$ cat src/rtl/tis_pkg.sv
// Shared TIS-100 corecomplex definitions: word type, port directions and stack depth.
package tis_pkg;

    typedef logic signed [10:0] word_t;

    typedef enum logic [1:0] {
        DIR_UP    = 2'd0,
        DIR_LEFT  = 2'd1,
        DIR_RIGHT = 2'd2,
        DIR_DOWN  = 2'd3
    } dir_e;

    localparam int STACK_DEPTH = 15;
    localparam int WORD_W      = $bits(word_t);

    function automatic logic [1:0] dir_next(input logic [1:0] d);
        return d + 2'd1;
    endfunction

endpackage

$ cat src/rtl/rr_arb4.sv
// Four-way round-robin arbiter: the first requester at or after ptr_i (wrapping) wins.
module rr_arb4 (
    input  logic [3:0] req_i,
    input  logic [1:0] ptr_i,
    output logic [3:0] gnt_o,
    output logic [1:0] idx_o,
    output logic       valid_o
);

    logic [1:0] cand_s;
    logic       hit_s;
    logic       found_s;

    // Scan upward from the pointer; each slot is visited exactly once.
    always_comb begin
        gnt_o   = 4'b0000;
        found_s = 1'b0;
        cand_s  = ptr_i;
        hit_s   = 1'b0;
        for (int k = 0; k < 4; k++) begin
            cand_s        = ptr_i + 2'(k);
            hit_s         = req_i[cand_s] & ~found_s;
            gnt_o[cand_s] = hit_s;
            found_s       = found_s | hit_s;
        end
        valid_o = found_s;
    end

    // Encode the one-hot grant; with no request the index rests on the pointer.
    always_comb begin
        case (gnt_o)
            4'b0001: idx_o = 2'd0;
            4'b0010: idx_o = 2'd1;
            4'b0100: idx_o = 2'd2;
            4'b1000: idx_o = 2'd3;
            default: idx_o = ptr_i;
        endcase
    end

endmodule

$ cat src/rtl/stack_node_chk.sv
// Protocol checks on the stack node's outbound port: offers never multi-hot, acks only on live offers.
module stack_node_chk (
    input logic       clk_i,
    input logic       rst_i,
    input logic [3:0] write_i,
    input logic [3:0] wready_i
);

    a_write_onehot0: assert property (@(posedge clk_i) disable iff (rst_i) $onehot0(write_i))
        else $error("stack_node: write is multi-hot (%b)", write_i);

    a_wready_live: assert property (@(posedge clk_i) disable iff (rst_i)
                                    (wready_i & ~write_i) == 4'b0000)
        else $error("stack_node: wready %b without matching write %b", wready_i, write_i);

endmodule

$ cat src/rtl/stack_node.sv
// TIS-100 stack memory node: LIFO fed by four reader-side ports, top offered to one neighbour at a time.
// Define STACK_STATUS_EN to add the count and sticky overflow_seen outputs.
module stack_node
    import tis_pkg::*;
#(
    parameter int DEPTH = STACK_DEPTH,
    parameter int WIDTH = WORD_W
) (
    input  logic             clk,
    input  logic             rst,
    input  logic [3:0]       rready,
    output logic [3:0]       read,
    input  logic [WIDTH-1:0] in  [0:3],
    output logic [3:0]       write,
    input  logic [3:0]       wready,
    output logic [WIDTH-1:0] out [0:3]
`ifdef STACK_STATUS_EN
    ,
    output logic [4:0]       count,
    output logic             overflow_seen
`endif
);

    localparam int         AW      = $clog2(DEPTH);
    localparam logic [4:0] SP_FULL = 5'(DEPTH);

    logic [WIDTH-1:0] mem_q [0:DEPTH-1];
    logic [4:0]       sp_q, sp_d;
    logic [3:0]       write_q, write_d;
    logic [WIDTH-1:0] top_q, top_d;
    logic [1:0]       push_ptr_q, push_ptr_d;
    logic [1:0]       pop_ptr_q, pop_ptr_d;

    logic             pop_fire_s, push_fire_s, can_push_s, offer_valid_s;
    logic [3:0]       push_req_s, push_gnt_s, offer_req_s, offer_gnt_s;
    logic [1:0]       push_idx_s, offer_ptr_s, offer_idx_s;
    logic [AW-1:0]    wr_idx_s, under_idx_s;
    logic [WIDTH-1:0] push_data_s;

    // A pop completing this cycle frees a slot, so a full stack may still accept one push.
    always_comb begin
        pop_fire_s  = |(write_q & wready);
        can_push_s  = (sp_q < SP_FULL) | pop_fire_s;
        push_req_s  = (can_push_s & ~rst) ? rready : 4'b0000;
        offer_ptr_s = (write_q != 4'b0000) ? dir_next(pop_ptr_q) : pop_ptr_q;
        offer_req_s = (sp_q != 5'd0) ? 4'b1111 : 4'b0000;
    end

    rr_arb4 u_push_arb (
        .req_i   (push_req_s),
        .ptr_i   (push_ptr_q),
        .gnt_o   (push_gnt_s),
        .idx_o   (push_idx_s),
        .valid_o (push_fire_s)
    );

    rr_arb4 u_offer_arb (
        .req_i   (offer_req_s),
        .ptr_i   (offer_ptr_s),
        .gnt_o   (offer_gnt_s),
        .idx_o   (offer_idx_s),
        .valid_o (offer_valid_s)
    );

    // Push+pop in one cycle overwrites the old top in place; sp is unchanged.
    always_comb begin
        push_data_s = in[push_idx_s];
        wr_idx_s    = pop_fire_s ? (sp_q[AW-1:0] - AW'(1)) : sp_q[AW-1:0];
        under_idx_s = sp_q[AW-1:0] - AW'(2);
        sp_d        = sp_q;
        top_d       = top_q;
        push_ptr_d  = push_ptr_q;
        if (push_fire_s) begin
            push_ptr_d = dir_next(push_idx_s);
            top_d      = push_data_s;
            sp_d       = pop_fire_s ? sp_q : (sp_q + 5'd1);
        end else if (pop_fire_s) begin
            sp_d  = sp_q - 5'd1;
            top_d = (sp_q > 5'd1) ? mem_q[under_idx_s] : '0;
        end else begin
            sp_d  = sp_q;
        end

        if (pop_fire_s) begin
            write_d   = 4'b0000;
            pop_ptr_d = dir_next(pop_ptr_q);
        end else begin
            write_d   = offer_valid_s ? offer_gnt_s : 4'b0000;
            pop_ptr_d = offer_idx_s;
        end
    end

    // Stack storage, registered top-of-stack and both round-robin pointers.
    always_ff @(posedge clk or posedge rst) begin
        if (rst) begin
            for (int i = 0; i < DEPTH; i++) begin
                mem_q[i] <= '0;
            end
            sp_q       <= 5'd0;
            write_q    <= 4'b0000;
            top_q      <= '0;
            push_ptr_q <= 2'd0;
            pop_ptr_q  <= 2'd0;
        end else begin
            if (push_fire_s) begin
                mem_q[wr_idx_s] <= push_data_s;
            end
            sp_q       <= sp_d;
            write_q    <= write_d;
            top_q      <= top_d;
            push_ptr_q <= push_ptr_d;
            pop_ptr_q  <= pop_ptr_d;
        end
    end

    assign read  = push_gnt_s;
    assign write = write_q;

    // Every direction carries the same registered top-of-stack.
    always_comb begin
        for (int i = 0; i < 4; i++) begin
            out[i] = top_q;
        end
    end

`ifdef STACK_STATUS_EN
    logic ovf_q, ovf_d;

    // Sticky: a writer was held off by a full stack with nothing popping.
    always_comb begin
        ovf_d = ovf_q | ((sp_q == SP_FULL) & (rready != 4'b0000) & ~pop_fire_s);
    end

    // Overflow flag register, cleared only by reset.
    always_ff @(posedge clk or posedge rst) begin
        if (rst) begin
            ovf_q <= 1'b0;
        end else begin
            ovf_q <= ovf_d;
        end
    end

    assign count         = sp_q;
    assign overflow_seen = ovf_q;
`endif

    stack_node_chk u_chk (
        .clk_i    (clk),
        .rst_i    (rst),
        .write_i  (write_q),
        .wready_i (wready)
    );

endmodule

$ cat config.mk
export PLATFORM = sky130hd
export DESIGN_NAME = stack_node
export DESIGN_NICKNAME = d
export VERILOG_FILES = /design/src/rtl/tis_pkg.sv /design/src/rtl/rr_arb4.sv /design/src/rtl/stack_node_chk.sv /design/src/rtl/stack_node.sv
export SDC_FILE = /design/constraint.sdc
export NUM_CORES = 1
export LEC_CHECK = 0
export ABC_AREA = 1
export BUFFER_PORTS_ARGS = -buffer_cell sky130_fd_sc_hd__buf_2
export CAP_MARGIN = 20
export CORE_AREA = 3 3 144 146
export DETAILED_ROUTE_END_ITERATION = 10
export DIE_AREA = 0 0 147 149
export GPL_TIMING_DRIVEN = 1
export PLACE_DENSITY = 0.85
export SKIP_CTS_REPAIR_TIMING = 1
export SYNTH_ARGS = -nofsm -noshare
export SYNTH_HDL_FRONTEND = slang
export SYNTH_SLANG_ARGS = --single-unit
$ cat constraint.sdc
create_clock -name clk -period 10.1 [get_ports clk]
set_input_delay 2.02 -clock clk [delete_from_list [all_inputs] [get_ports clk]]
set_output_delay 2.02 -clock clk [all_outputs]
set_load 0.1 [all_outputs]
==> results of run 1 <==
==> per-layer routing <==
layer	wire (um)	global-route usage [%]	vias to the layer above
met4	850	10.5	0
li1	-	-	4393
met1	10900	32.5	4484
met3	2510	5.01	65
met5	0	0	-
met2	12800	41.1	532
==> worst max-delay path, cell delays in order <==
cell and delay (ns):
buf_2 0.09, nand2_1 0.04, nand2_1 0.05, nor2_1 0.59, nand2_2 0.23, nand4_1 0.18, nand3_1 0.13, nand2_2 0.22
nand2_2 0.10, nor2_4 0.13, nand2_2 0.08, inv_2 0.06, nand2_1 0.05, nand2_2 0.10, buf_2 0.43
==> placed cells by master (no fill, tap or decap), drive strengths merged <==
cell      instances
o211ai            1
nor4              1
o22ai             7
a221o             3
a41oi            10
o311ai           15
bufinv            1
ha               12
xnor2             1
dfrtp           189
inv             136
nand2           318
nand3b            2
a211oi            5
o21ai           208
o21a              1
nor3b             2
or2               1
clkinvlp          3
nor3              9
nand4            13
a31oi            12
clkinv            6
nor2             89
clkbuf           20
nand3            96
buf             114
a21oi            77
xor2              8
==> flip-flops by register name (all words and copies together), names as in the netlist <==
signal and cells:
mem_q 165, write 4, pop_ptr_q 2, push_ptr_q 2, top_q 11, sp_q 5
==> cells by family after synthesis <==
family | after synthesis | synth area share [%]
fa+ha+maj | 12 | 1.43
flops | 189 | 45.1
xor+xnor | 9 | 0.751
simple gates | 531 | 22.1
buf+inv | 255 | 11.2
compound gates | 339 | 19.4
==> final timing paths <==
kind | endpoint | startpoint | slack, ns | depth (start not counted)
max | read[2] | wready[1] | 3.54 | 15
min | write[1] | pop_ptr_q[1] | 0.43 | 1
max reg2reg | mem_q[106] | sp_q[1] | 5.36 | 16
min reg2reg | write[1] | pop_ptr_q[1] | 0.43 | 1
max in group asynchronous | mem_q[20] | rst | 7.22 | 3
min in group asynchronous | mem_q[143] | rst | 1.60 | 2
==> area by class of cell <==
cell class              count  area [um^2]
fillers                  1694         8200
flip-flops and latches    189         4730
well taps                 265          332
multi-input cells         891         4590
inverters                 135          514
repair buffers            114          593
clock buffers              20          457
clock inverters            11          109
==> through the flow <==
step	cell area (um^2)	setup WS, ns	utilization [%]
6_report	11300	3.54	58.0
3_5_place_dp	10800	3.60	55.1
5_1_grt	11300	3.30	58.0
4_1_cts	11300	3.58	58.0
2_1_floorplan	10500	2.06	-
3_3_place_gp	10800	3.71	55.1
==> impl_results.md, run 1 <==
- Diode count: 0
- Post-DR wirelength/cell: 16.7 um
- # setup viols final: 0
- Worst-path fanout max: 11
- Fmax achieved: 153 MHz
- Biggest area contributors in the synthesized netlist: dfrtp_1 45%, nand2_1 11%, o21ai_0 7.9%
- Total of warnings raised by yosys: 0
- First-pass GRT wire length: 44500 um
- Fraction of final layout cells with drive strength greater than 1: 17.5%
- Most instantiated library cell after synthesis: nand2_1
- Final period demand of the worst path: 6.56 ns
- Vias in the first global route: 8983
- Mapped Area: 10500 um^2
- Number of levels the H-tree was split into: 4
- Via/cell ratio: 5.83
- Start-to-end type of the worst setup path: primary input to output port
- Buffers from clock root to sink, at most: 2
- Final HPWL from detailed placement: 17500 um
- Clock-pin slew on the worst setup and hold paths: 0.06 ns
- Full die area: 21900 um^2
- # rows: 51
- Seq cells post-synth: 189
- Total congestion overflow: 0
- Clk_lat worst skew: 0.43 ns
- Io pins: 106
- Category of the worst setup path launch point: primary input
- Final Skew: 0.0100 ns
- Hold Slack: 0.428 ns
- Portion of the post-synthesis area used by sequential elements: 45.1%
- Fraction of synthesized cell area taken by the top area cell type: 45.1%
- Clock tree from TritonCTS: built
- Number of sinks driven by the clock tree: 189
- Category of the worst setup path capture point: output port
- Drt drc: 0
- Count of mapped cells out of synthesis: 1335
- Number of nets produced by synthesis: 1401
- Post-layout instance count excluding filler cells: 1625
- Number of endpoints with negative hold slack in the final report: 0
- Count of distinct cell types in the synthesized netlist: 41
- Count of antenna-violating nets left after detailed routing: 0
- Headroom to the max-slew limit: 26.6%
- Clock tree root buffer cell: clkbuf_16
- Syn avg cell area: 7.86 um^2
- Global placer's final weighted congestion: 0.950
- Combined global-route utilization of all metal layers: 25.0%
- Largest net degree at the start of global routing: 109
- Y dimension of the die: 149 um
- Async set-or-reset flop fraction in the synthesized netlist: 100%
- Total negative slack for setup checks: 0 ns
- Transition time at the pin with the least slew margin: 1.10 ns
- Worst min-delay path class: flip-flop to flip-flop
- Fin crit share: 64.9%
- Number of buffers added on ports: 105
- Total wirelength of the detailed-routed design: 27100 um
- Number of iterations in the first detailed-routing pass: 5
- Number of flops mapped to enable cells by yosys: 0
- Most instantiated cells after synthesis: 294 x nand2_1, 189 x dfrtp_1, 166 x o21ai_0, 121 x inv_1, 88 x nor2_1
- Total number of nets in the final design: 1414
- Max-slew violation count: 0
- TritonCTS Buffers: 17
- Count of max-cap constraint violations: 0
- Horiz. Die Dim: 147 um
- Initial detailed-routing violation count: 1089
- Primary FF master, synth: dfrtp_1
- Initial core utilization: 53.7%
- Number of cells in the design after placement: 1594
- Status: finished clean
- Core area: 19500 um^2
- Detailed-route via count: 9474
- Largest area contributor in the synthesized netlist: dfrtp_1
- Antenna violations before repair: 0
- Required time of the worst setup path: 8.08 ns
- Layout overhead on the synthesized area: 7.96%
- Arrival time at the worst endpoint: 4.54 ns
- Setup repair after global routing missed its margin: no
Power of run 1 is not shown: default switching activity piles up to over one toggle a cycle in this logic, so the estimate is an artifact.
==> run 2: changes to the inputs <==
Settings changed: ABC_AREA 1 to 0, CORE_AREA 3 3 144 146 to 3 3 142 144, DIE_AREA 0 0 147 149 to 0 0 145 147.
Clock period 10.1 ns to 5.65 ns, I/O delays scaled along.
==> impl_results.md, run 2 <==
- Total number of nets in the final design: 929
- Clock tree root buffer cell: clkbuf_16
- Filler Cell Count: 1343
- # rows: 50
- Post-DR wirelength/cell: 20.4 um
- Number of flops mapped to enable cells by yosys: 0
- Fraction of synthesized cell area taken by the top area cell type: 46.0%
- Most common cell after layout, fill and taps aside: dfrtp_1
- Number of iterations in the first detailed-routing pass: 5
- Number of sinks driven by the clock tree: 189
- Count of max-cap constraint violations: 0
- Detailed-route via count: 6964
- Drt drc: 0
- Via/cell ratio: 6.13
- Transition time at the pin with the least slew margin: 0.932 ns
- Count of distinct cell types in the synthesized netlist: 62
- Total negative slack for setup checks: 0 ns
- Max-slew violation count: 0
- Largest registers: mem_q x165, top_q x11, sp_q x5
- Register name with the most flops: mem_q
- Combined global-route utilization of all metal layers: 22.2%
- Async set-or-reset flop fraction in the synthesized netlist: 100%
- Buffers from clock root to sink, at most: 2
- Count of mapped cells out of synthesis: 810
- Final Skew: 0.0123 ns
- Clock tree from TritonCTS: built
- Portion of the post-synthesis area used by sequential elements: 46.0%
- Headroom to the max-slew limit: 37.7%
- Clock-pin slew on the worst setup and hold paths: 0.07 ns
- Initial core utilization: 54.6%
- Syn avg cell area: 12.7 um^2
- Layout overhead on the synthesized area: 10.2%
- Largest area contributor in the synthesized netlist: dfrtp_1
- Worst-path fanout max: 19
- Horiz. Die Dim: 145 um
- Largest net degree at the start of global routing: 56
- Clk_lat worst skew: 0.44 ns
- Total of warnings raised by yosys: 0
- Number of levels the H-tree was split into: 4
- Number of flip-flops under the largest register name: 165
- Worst min-delay path class: flip-flop to flip-flop
- # setup viols final: 0
- Count of antenna-violating nets left after detailed routing: 0
- Vias in the first global route: 7302
- Initial detailed-routing violation count: 511
- Category of the worst setup path launch point: flip-flop
- Global placer's final weighted congestion: 0.937
- Fin crit share: 86.2%
- Most instantiated library cell after synthesis: dfrtp_1
- Y dimension of the die: 147 um
- Full die area: 21300 um^2
- Required time of the worst setup path: 6.02 ns
- Start-to-end type of the worst setup path: flip-flop to flip-flop
- Status: finished clean
- First-pass GRT wire length: 38400 um
- Number of buffers added on ports: 105
- Mapped Area: 10300 um^2
- Total wirelength of the detailed-routed design: 23200 um
- Final period demand of the worst path: 4.87 ns
- Setup repair after global routing missed its margin: no
- Category of the worst setup path capture point: flip-flop
- Most frequent cells in the layout: 187 x dfrtp_1, 171 x mux2_2, 105 x buf_2, 40 x mux2i_1, 39 x nor2_1
- Most instantiated cells after synthesis: 189 x dfrtp_1, 171 x mux2_2, 40 x mux2i_1, 39 x nor2_1
- Seq cells post-synth: 189
- Fmax achieved: 205 MHz
- Core area: 18800 um^2
- Fraction of final layout cells with drive strength greater than 1: 43.4%
- Diode count: 0
- Primary FF master, synth: dfrtp_1
- Biggest area contributors in the synthesized netlist: dfrtp_1 46%, mux2_2 19%, mux4_2 7.4%
- TritonCTS Buffers: 17
- Total congestion overflow: 0
- Io pins: 106
- Arrival time at the worst endpoint: 5.24 ns
- Antenna violations before repair: 0
- Number of endpoints with negative hold slack in the final report: 0
- Number of nets produced by synthesis: 876
- Final HPWL from detailed placement: 15200 um
[run 2: logic make-up (layout without fill, tap and decap cells)]
group,after synthesis,after routing,synth area share (%)
flip-flops,189,189,46.0
adder cells (fa/ha/maj),12,12,1.46
XOR/XNOR,14,14,1.19
AO/OA/AOI/OAI,112,112,8.33
AND/OR/NAND/NOR,122,122,5.76
buffers and inverters,107,173,5.96
multiplexers,254,254,31.3
[run 2: through the flow]
| step | cell area [um^2] | hold slack (ns) | utilization [%] | worst slack, ns | cells |
|---|---|---|---|---|---|
| floorplan | 10300 | 0.474 | - | 0.614 | 810 |
| global placement | 10700 | 0.482 | 56.9 | 0.938 | 1103 |
| detailed placement | 10700 | 0.487 | 56.9 | 0.776 | 1103 |
| CTS | 11300 | 0.505 | 60.1 | 0.830 | 1135 |
| global route | 11300 | 0.518 | 60.1 | 0.396 | 1136 |
| finish | 11300 | 0.505 | 60.1 | 0.778 | 1136 |
[run 2: final timing paths]
| check | startpoint | to | slack [ns] | cells past startpoint |
|---|---|---|---|---|
| min reg2reg | mem_q[159] | mem_q[159] | 0.50 | 1 |
| max reg2reg | push_ptr_q[0] | mem_q[99] | 0.78 | 13 |
| max | push_ptr_q[0] | mem_q[99] | 0.78 | 13 |
| min in group asynchronous | rst | sp_q[3] | 0.91 | 2 |
| max in group asynchronous | rst | mem_q[141] | 3.57 | 3 |
| min | mem_q[159] | mem_q[159] | 0.50 | 1 |
[run 2: routing by layer]
| layer | track usage [%] | share of wire, % |
|---|---|---|
| met4 | 8.88 | 2.2 |
| met3 | 3.92 | 7.4 |
| met2 | 38.9 | 51 |
| met1 | 27.5 | 40 |
| met5 | 0 | 0 |
[run 2: area by class of cell]
type	count	area (um^2)	share of cell area [%]
multi-input combinational	514	4940	43.6
sequential	189	4730	41.8
timing repair buffer	122	653	5.77
clock buffer	17	425	3.76
tap	260	325	2.87
clock inverter	15	173	1.53
inverter	19	75.1	0.663
[run 2: critical path, cell delays in order, from the launching register on]
cell      delay, ns
dfrtp_1        0.69
inv_1          0.13
ha_1           0.41
or3b_1         0.40
a2111o_1       0.48
nand2_1        0.16
a22oi_1        0.22
nor2_2         0.24
a211oi_1       0.09
or4_1          0.55
buf_4          0.25
mux2i_1        0.17
mux2i_2        0.70
mux2_2         0.30
Power of run 2 is left out for the same reason.
==> run 3: changes to the inputs <==
Settings changed: CORE_AREA 3 3 142 144 to 3 3 131 133, DIE_AREA 0 0 145 147 to 0 0 134 136, PLACE_DENSITY 0.85 to 0.94.
Clock period 5.65 ns to 5.8 ns, I/O delays scaled along.
==> impl_results.md, run 3 (synthesized netlist as in run 2, its figures left out) <==
- # rows: 46
- Number of iterations in the first detailed-routing pass: 6
- Y dimension of the die: 136 um
- Launch point of the worst reg-to-reg path: push_ptr_q[1]
- Total negative slack for setup checks: 0 ns
- Core area: 15900 um^2
- Category of the worst setup path capture point: flip-flop
- Global placer's final weighted congestion: 0.933
- Detailed-route via count: 7293
- Number of buffers added on ports: 105
- Drt drc: 0
- Horiz. Die Dim: 134 um
- Number of flip-flops under the largest register name: 165
- Initial core utilization: 64.5%
- Multi-input gate area in the final layout: 4940 um^2
- TritonCTS Buffers: 17
- Count of max-cap constraint violations: 0
- Largest net degree at the start of global routing: 170
- Buffers from clock root to sink, at most: 2
- Number of levels the H-tree was split into: 4
- Register name with the most flops: mem_q
- Total wirelength of the detailed-routed design: 25200 um
- Total number of nets in the final design: 925
- Most common cell after layout, fill and taps aside: dfrtp_1
- Fin crit share: 86.1%
- Critical path's slowest cell: or4_1
- Transition time at the pin with the least slew margin: 0.997 ns
- Fmax achieved: 200 MHz
- Final Skew: 0.0102 ns
- Full die area: 18200 um^2
- Final HPWL from detailed placement: 16100 um
- Crit. Startpoint: rready[3]
- Layout overhead on the synthesized area: 9.59%
- Status: finished clean
- Worst min-delay path class: flip-flop to flip-flop
- Initial detailed-routing violation count: 884
- Required time of the worst setup path: 6.17 ns
- Fraction of final layout cells with drive strength greater than 1: 42.9%
- Start-to-end type of the worst setup path: primary input to flip-flop
- Clk_lat worst skew: 0.44 ns
- Clock tree from TritonCTS: built
- Number of endpoints with negative hold slack in the final report: 0
- Io pins: 106
- Register cell area after layout: 4730 um^2
- Max-slew violation count: 0
- Via/cell ratio: 6.70
- Final period demand of the worst path: 4.99 ns
- Count of antenna-violating nets left after detailed routing: 0
- Worst-path fanout max: 19
- Arrival time at the worst endpoint: 5.36 ns
- Setup repair after global routing missed its margin: no
- Combined global-route utilization of all metal layers: 28.3%
- Number of sinks driven by the clock tree: 189
- Critical hold path startpoint: mem_q[157]
- Category of the worst setup path launch point: primary input
- Headroom to the max-slew limit: 33.6%
- Vias in the first global route: 7342
- Maximum cell stage delay along the critical path: 0.83 ns
- Filler Cell Count: 925
- Post-DR wirelength/cell: 23.2 um
- Hold Slack: 0.503 ns
- Worst-path cell chain: buf_2 -> mux4_2 -> o211ai_1 -> a31oi_1 -> o31ai_1 -> nand2b_1 -> a211oi_1 -> or4_1 -> mux2i_1 -> mux2i_2 -> mux2_2
- Largest registers: mem_q x165, top_q x11, sp_q x5
- First-pass GRT wire length: 39900 um
- Total congestion overflow: 0
- Antenna violations before repair: 0
- Clock tree root buffer cell: clkbuf_16
- Diode count: 0
- Most frequent cells in the layout: 187 x dfrtp_1, 171 x mux2_2, 105 x buf_2, 40 x mux2i_1, 39 x nor2_1
- Clock-pin slew on the worst setup and hold paths: 0.06 ns
- # setup viols final: 0
run 3: changes by cell type in the layout (fill, tap and decap cells not counted), sizes merged:
cell	delta
inv	-3
clkinvlp	-2
buf	-4
clkinv	-1
bufinv	+2
clkbuf	+4
run 3: per-layer routing:
layer  vias up  global-route usage, %  wire (um)
li1       3092                      -          -
met1      3691                   35.2       9650
met2       434                   48.1      12600
met3        76                   6.07       2130
met4         0                   12.6        812
met5         -                      0          0
run 3: through the flow:
| stage | setup WS, ns | instance area (um^2) | utilization, % | std cells |
|---|---|---|---|---|
| 3_3_place_gp | 0.682 | 10600 | 66.8 | 1055 |
| 6_report | 0.805 | 11300 | 70.7 | 1088 |
| 4_1_cts | 0.870 | 11300 | 70.6 | 1087 |
| 3_5_place_dp | 0.451 | 10600 | 66.8 | 1055 |
| 5_1_grt | 0.471 | 11300 | 70.7 | 1088 |
| 2_1_floorplan | 0.734 | 10300 | - | 810 |
run 3: cell type report:
type / count / area share, %
timing repair buffer: 118 / 5.64
tap: 216 / 2.40
clock buffer: 21 / 4.09
inverter: 19 / 0.666
multi-input combinational: 514 / 43.8
clock inverter: 11 / 1.36
sequential: 189 / 42.0
run 3: final timing paths:
| kind | to | slack, ns | cells after the start |
|---|---|---|---|
| min | mem_q[157] | 0.50 | 1 |
| max | mem_q[132] | 0.81 | 11 |
| max in group asynchronous | mem_q[17] | 3.77 | 3 |
| min reg2reg | mem_q[157] | 0.50 | 1 |
| min in group asynchronous | sp_q[4] | 0.76 | 2 |
| max reg2reg | mem_q[132] | 0.89 | 12 |
run 3: critical path: cells and delay by family:
family	cells	cell delay [ns]
mux	4	1.85
compound gates	4	1.21
simple gates	2	0.98
buf+inv	1	0.14
Power of run 3 is left out for the same reason.
